[config.mk]
export PLATFORM = sky130hd
export DESIGN_NAME = rpn_calc
export DESIGN_NICKNAME = d
export VERILOG_FILES = /design/src/rtl/rpn_calc.sv
export SDC_FILE = /design/constraint.sdc
export NUM_CORES = 2
export LEC_CHECK = 0
export CAP_MARGIN = 20
export CORE_UTILIZATION = 41
export DETAILED_ROUTE_END_ITERATION = 10
export PLACE_DENSITY_LB_ADDON = 0.15
export REMOVE_ABC_BUFFERS = 1
export SYNTH_ARGS = -nofsm -noshare
export SYNTH_HDL_FRONTEND = slang
export SYNTH_SLANG_ARGS = --single-unit
[constraint.sdc]
create_clock -name clk2 -period 11.74 [get_ports clk2]
set_input_delay 2.348 -clock clk2 [delete_from_list [all_inputs] [get_ports clk2]]
set_output_delay 2.348 -clock clk2 [all_outputs]
set_load 0.02 [all_outputs]
[src/rtl/rpn_calc.sv]
// 16-operation RPN calculator on a register-file stack. Key presses are
// edge-detected against the previous key sample; each fresh press runs one op.
module rpn_calc #(
  parameter int DEPTH = 16,
  parameter int WIDTH = 16
) (
  input  logic             clk2,
  input  logic             rst,
  input  logic [1:0]       mode,
  input  logic [3:0]       key,
  input  logic [WIDTH-1:0] val,
  output logic [WIDTH-1:0] top,
  output logic [WIDTH-1:0] next,
  output logic [7:0]       counter
);

  localparam int AW = (DEPTH > 1) ? $clog2(DEPTH) : 1;
  localparam logic [7:0] DEPTH_C = 8'(DEPTH);

  logic [WIDTH-1:0] stack_q [DEPTH];
  logic [WIDTH-1:0] stack_d [DEPTH];
  logic [7:0]       depth_q, depth_d;
  logic [3:0]       prev_key_q, prev_key_d;

  logic [1:0]       key_sel;
  logic             key_onehot;
  logic             press;
  logic [AW-1:0]    idx_top, idx_next, idx_push;
  logic [WIDTH-1:0] a, b, res;
  logic             has1, has2, not_full, is_bin, is_un;

  always_comb begin
    key_sel    = 2'd0;
    key_onehot = 1'b1;
    case (key)
      4'b0111: key_sel = 2'd3;
      4'b1011: key_sel = 2'd2;
      4'b1101: key_sel = 2'd1;
      4'b1110: key_sel = 2'd0;
      default: key_onehot = 1'b0;
    endcase
  end

  assign press    = (prev_key_q == 4'b1111) && key_onehot;
  assign idx_top  = AW'(depth_q - 8'd1);
  assign idx_next = AW'(depth_q - 8'd2);
  assign idx_push = AW'(depth_q);
  assign has1     = (depth_q >= 8'd1);
  assign has2     = (depth_q >= 8'd2);
  assign not_full = (depth_q < DEPTH_C);
  assign a        = stack_q[idx_top];
  assign b        = stack_q[idx_next];

  // Classify the op: binary ops collapse B,A into B's slot, unary ops rewrite A.
  always_comb begin
    is_bin = 1'b0;
    is_un  = 1'b0;
    res    = '0;
    case ({mode, key_sel})
      4'b0001: begin is_bin = 1'b1; res = b + a; end
      4'b0000: begin is_bin = 1'b1; res = b - a; end
      4'b0111: begin is_bin = 1'b1; res = b * a; end
      4'b0110: begin is_bin = 1'b1; res = b & a; end
      4'b0101: begin is_bin = 1'b1; res = b | a; end
      4'b0100: begin is_bin = 1'b1; res = b ^ a; end
      4'b1001: begin is_bin = 1'b1; res = b << a[3:0]; end
      4'b1000: begin is_bin = 1'b1; res = b >> a[3:0]; end
      4'b1111: begin is_un = 1'b1; res = ~a; end
      4'b1110: begin is_un = 1'b1; res = '0 - a; end
      4'b1100: begin is_un = 1'b1; res = a + 1'b1; end
      default: ;
    endcase
  end

  always_comb begin
    stack_d    = stack_q;
    depth_d    = depth_q;
    prev_key_d = key;
    if (press) begin
      if (is_bin) begin
        if (has2) begin
          stack_d[idx_next] = res;
          depth_d           = depth_q - 8'd1;
        end
      end else if (is_un) begin
        if (has1) stack_d[idx_top] = res;
      end else begin
        case ({mode, key_sel})
          4'b0011: if (not_full) begin
            stack_d[idx_push] = val;
            depth_d           = depth_q + 8'd1;
          end
          4'b0010: if (has1) depth_d = depth_q - 8'd1;
          4'b1011: if (has1 && not_full) begin
            stack_d[idx_push] = a;
            depth_d           = depth_q + 8'd1;
          end
          4'b1010: if (has2) begin
            stack_d[idx_top]  = b;
            stack_d[idx_next] = a;
          end
          4'b1101: depth_d = 8'd0;
          default: ;
        endcase
      end
    end
  end

  always_ff @(posedge clk2) begin
    if (!rst) begin
      depth_q    <= 8'd0;
      prev_key_q <= 4'b1111;
    end else begin
      depth_q    <= depth_d;
      prev_key_q <= prev_key_d;
    end
  end

  // Entries above the depth pointer are never observed, so no reset is needed.
  always_ff @(posedge clk2) begin
    stack_q <= stack_d;
  end

  assign top     = has1 ? a : '0;
  assign next    = has2 ? b : '0;
  assign counter = depth_q;

endmodule

# After elaboration in Yosys (flattened, before gate mapping)
# Cells that the tools add are included.
# word_totals
ff_bits	268
in_bits	24
output_inout_bits	40
elab_cells	126
# classes
n_addsub	7
n_mul	1
n_lt_le_gt_ge	9
n_eq_ne	29
shifts	2
mux	40
bitwise_logic	7
n_reduce_logical	13
# ops
cell	count
two-way mux 256 bit	7
bitwise mux 256 bit	6
one-hot mux 256 bit (3 select lines)	1
demux 16 bit (select 4 bit)	3
one-hot mux 16 bit (11 select lines)	1
two-way mux 16 bit	9
binary-select mux 16 bit (select 4 bit)	2
equality test 4 bit, second input constant	12
two-way mux 8 bit	6
one-hot mux 8 bit (4 select lines)	1
equality test 4 x 3 -> 1 bit, second input constant	5
adder 16 x 1 -> 16 bit, second input constant	1
adder 16 bit	1
bitwise AND 16 bit	1
multiplier 16 x 16 -> 16 bit	1
NOT 16 bit	1
OR 16 bit	1
left shift 16 x 4 -> 16 bit	1
right shift 16 x 4 -> 16 bit	1
subtractor 1 x 16 -> 16 bit, first input constant	1
subtractor 16 bit	1
bitwise XOR 16 bit	1
greater-or-equal comparator 5 bit, second input constant	3
< comparator 5 x 1 -> 1 bit, second input constant	3
21 further kinds	38

# Logic depth before layout (Yosys ltp)
# logic_depth
word_depth	12
depth_mapped	39
depth_no_buf	29

# Worst setup path before layout
# No wires, ideal clock.
# synth_timing
path_kind	reg2reg
start	register depth_q[0], in the netlist counter[0]
end	register stack_q[111] (netlist bit) (data pin)
setup_ps	272
arrival_time_ps	9321
required_time_ps	11468
path_slack_ps	2147
path_stages_with_launch	37
path_buffers	11
period_less_slack_ps	9593
cell_sequence	dfxtp_1 > buf_6 > buf_12 > buf_12 > buf_6 > buf_6 > clkbuf_1 > inv_1 > ha_1 > buf_4 > mux4_2 > mux4_2 > inv_1 > buf_2 > buf_2 > buf_1 > nor2_1 > fa_1 > inv_1 > fa_1 > inv_1 > fa_1 > fa_1 > inv_1 > fa_1 > fa_1 > xor2_1 > xnor2_1 > xnor2_1 > xnor2_1 > xnor2_1 > xnor2_1 > xnor2_1 > xnor2_1 > a221oi_2 > buf_6 > o22ai_2
# synth_between
elab_chain_cells	12
word_cells_on_any_way	52
classes_between	add/sub (6); mul (1); order compare (6); shift (2); mux (27); bitwise (7); reduce/logical (3)
# synth_rtl
item	line	text
from (decl)	22	logic [7:0] depth_q, depth_d;
from (signal assigned)	114	depth_q <= depth_d;
parallel branches: the longest is 11 deep, another holds multiplier 16 x 16 -> 16 bit	--	
two-way mux 256 bit (*)	80	if (is_bin) begin
to (signal assigned)	121	stack_q <= stack_d;
to (decl)	20	logic [WIDTH-1:0] stack_q [DEPTH];
# Every way passes the cells marked *. The select of a mux whose other input is x is not followed.
# A chain may end at the register's enable or synchronous reset.

# Final worst setup path
# layout_timing
start	register depth_q[0], in the netlist counter[0]
end	register stack_q[31] (netlist bit) (data pin)
# The elaborated chain is that of the path after synthesis.

==> flow_summary.toml <==
[logic_synthesis]
synth_seq_cells = 268
netlist_area_um2 = 32800
synth_area_leaders = "edfxtp_1 (23%), a21oi_1 (10%), mux4_2 (10%)"
netlist.area_leader.share = 0.235
yosysTopAreaCell = "edfxtp_1"
synthFlopType = "edfxtp_1"
ys_seq_area_frac = 0.242
synth_edf_count = 256
ys_async_sr_fraction = 0
ys_types = 77
avgSynthCellArea_um2 = 8.21
syn-instance-count = 3992
yosys_warnings = 0

[routing]
vias_per_cell = 6.96
finalWirelength_um = 160000
num_vias = 34300
drcViolationCount = 0
routedWlPerCell_um = 32.5
ant_nets = 0
dr.first_iter.drc_count = 5612
first_pass_iters = 7

[clock_network]
cts.repair.resized = 0
clock_sinks = 268
ctsHtreeMaxLevel = 2
cts_hold_buf = 0
cts_tree = "done"
clk_pin_slew_ps = 60
cts_buffers = 37
clk_latency_ps = 600
cts_root_buffer = "clkbuf_16"
cts_max_path_buffers = 3
post_cts_buffers = 0

[power]
leakagePower_nw = 13.4
peakVddDrop_v = 0.000304
total_power_mw = 5.92
power.density_nw_per_um2 = 166

[worst_setup_path]
end_kind = "register"
worstPathRequired_ps = 12010
cp_top_family = "adder cells"
worstSetupStartpointType = "register"
crit_fanout = 111
critPathBufInv = 9
criticalPathCategory = "reg2reg"
crit_slowest_cell = "mux4_2"
cp_data_arrival_time_ps = 9950
critPathMaxStageDelay_ps = 850
cpMostUsedCell = "inv_1"

[global_route]
grt_busiest_layer = "met2"
use_met2 = 0.543
use_met1 = 0.497
use_met3 = 0.152
antenna_found_initial = 14
grt_max_degree = 144
first_global_vias = 30300
grt_use_total = 0.383
grt_pass1_wl_um = 226000
overflow = 0

[worst_hold_path]
hold_path.class = "reg2reg"

[die]
io_pins = 64
rows = 103
die_h_um = 285
dieArea_um2 = 81100
start_util = 0.415
die_x_um = 285
core_area_um2 = 79000

[placement]
place.gp.congestion = 1.08
io_buffers = 63
dp_worst_setup_slack_ps = 2330
detailed_place.area_um2 = 34500
dp.final_hpwl_um = 102000

[timing]
fin_crit_sh = 0.824
setup_tns_ps = 0
setup_slack_ps = 2060
slew_viol_final = 0
worst_pin_slew_ps = 1300
finalHoldViolCount = 0
min_period_ps = 9680
fmax_mhz = 103
whs_ps = 627
grt_setup_unrepaired = "false"
relSlewSlack = 0.133
fin_skew_ps = 34.2
setup_viol = 0

[cells_and_area]
nNetsFinal = 4074
layout-drive-gt1-share = 0.112
final_cell_mix = "a21oi_1 (675), nor2_1 (513), o21ai_0 (303)"
finish.instance_area_um2 = 35700
layout_commonest_cell = "a21oi_1"
area_growth_syn_to_layout_pct = 8.96
fillerInstances = 7812

[job]
cap_violations = 0

[outcome]
status = "finished clean"
[synth_stat cells, types with 20 or more instances]
cell,number
fa_1,82
o21ai_0,304
buf_1,25
mux4_2,149
mux2i_1,226
o22ai_1,252
clkbuf_1,330
nand2_1,173
nand3_1,265
nor2_1,516
inv_1,163
a22oi_1,20
xnor2_1,53
buf_2,34
ha_1,122
edfxtp_1,256
a21oi_1,677
[logic make-up (layout without fill, tap and decap cells)]
logic type	after synthesis	count (layout)	share of synthesized area
AO/OA/AOI/OAI	1425	1425	0.248
XOR/XNOR	72	72	0.0200
adder cells (fa/ha/maj)	204	204	0.0967
buffers and inverters	592	473	0.0751
flip-flops	268	268	0.242
multiplexers	393	393	0.183
other	0	8	0
AND/OR/NAND/NOR	1038	1038	0.136
[worst paths after layout]
check | from | endpoint | slack, ps | cells after the start
min | counter[5]$_SDFFE_PN0P_ | counter[5]$_SDFFE_PN0P_ | 630 | 2
min reg2reg | counter[5]$_SDFFE_PN0P_ | counter[5]$_SDFFE_PN0P_ | 630 | 2
max | counter[0]$_SDFFE_PN0P_ | stack_q[31]$_DFFE_PP_ | 2060 | 27
max reg2reg | counter[0]$_SDFFE_PN0P_ | stack_q[31]$_DFFE_PP_ | 2060 | 27
[layer usage]
layer | up-vias | part of all wire
met5 | - | 0.00090
met4 | 14 | 0.065
li1 | 14500 | -
met1 | 16400 | 0.37
met3 | 578 | 0.15
met2 | 2790 | 0.41
[registers in the layout, summed over array words and instances (netlist names)]
| name | cells |
|---|---|
| prev_key_q | 4 |
| counter | 8 |
| stack_q | 256 |
[per-stage QoR]
step           std cells   util
2_1_floorplan       3570      -
3_3_place_gp        4851  0.437
5_1_grt             4923  0.452
6_report            4931  0.452
4_1_cts             4918  0.450
3_5_place_dp        4852  0.437
[layout make-up]
cell class,count,area (µm²),area share
Clock inverter,19,115,0.00322
Clock buffer,47,963,0.0270
Timing Repair Buffer,237,2050,0.0575
Antenna cell,8,20.0,0.000561
Tap cell,1050,1310,0.0368
Sequential cell,268,7940,0.222
Multi-Input combinational cell,3132,22700,0.635
Inverter,170,638,0.0179
[worst register-to-register path: stages, from the launching register on]
cell	delay, ps
dfxtp_4	640
buf_12	480
mux4_2	980
mux4_2	850
inv_1	740
nor2_1	180
fa_1	550
inv_1	60
fa_1	460
inv_1	60
ha_1	140
inv_1	50
fa_1	490
inv_1	50
fa_1	530
inv_1	50
fa_1	470
inv_1	40
ha_1	310
nor3_1	60
a211oi_1	610
a31oi_1	250
o21bai_1	190
a21oi_1	100
xnor2_1	170
a221oi_4	290
buf_4	400
o22ai_1	140
[power by group]
group / total (mW) / switching, mW / leakage (nW) / internal (mW)
clock network: 1.10 / 0.497 / 0.523 / 0.601
logic: 3.76 / 2.38 / 10.4 / 1.38
registers: 1.06 / 0.00875 / 2.52 / 1.05
(Power assumes the default switching activity.)
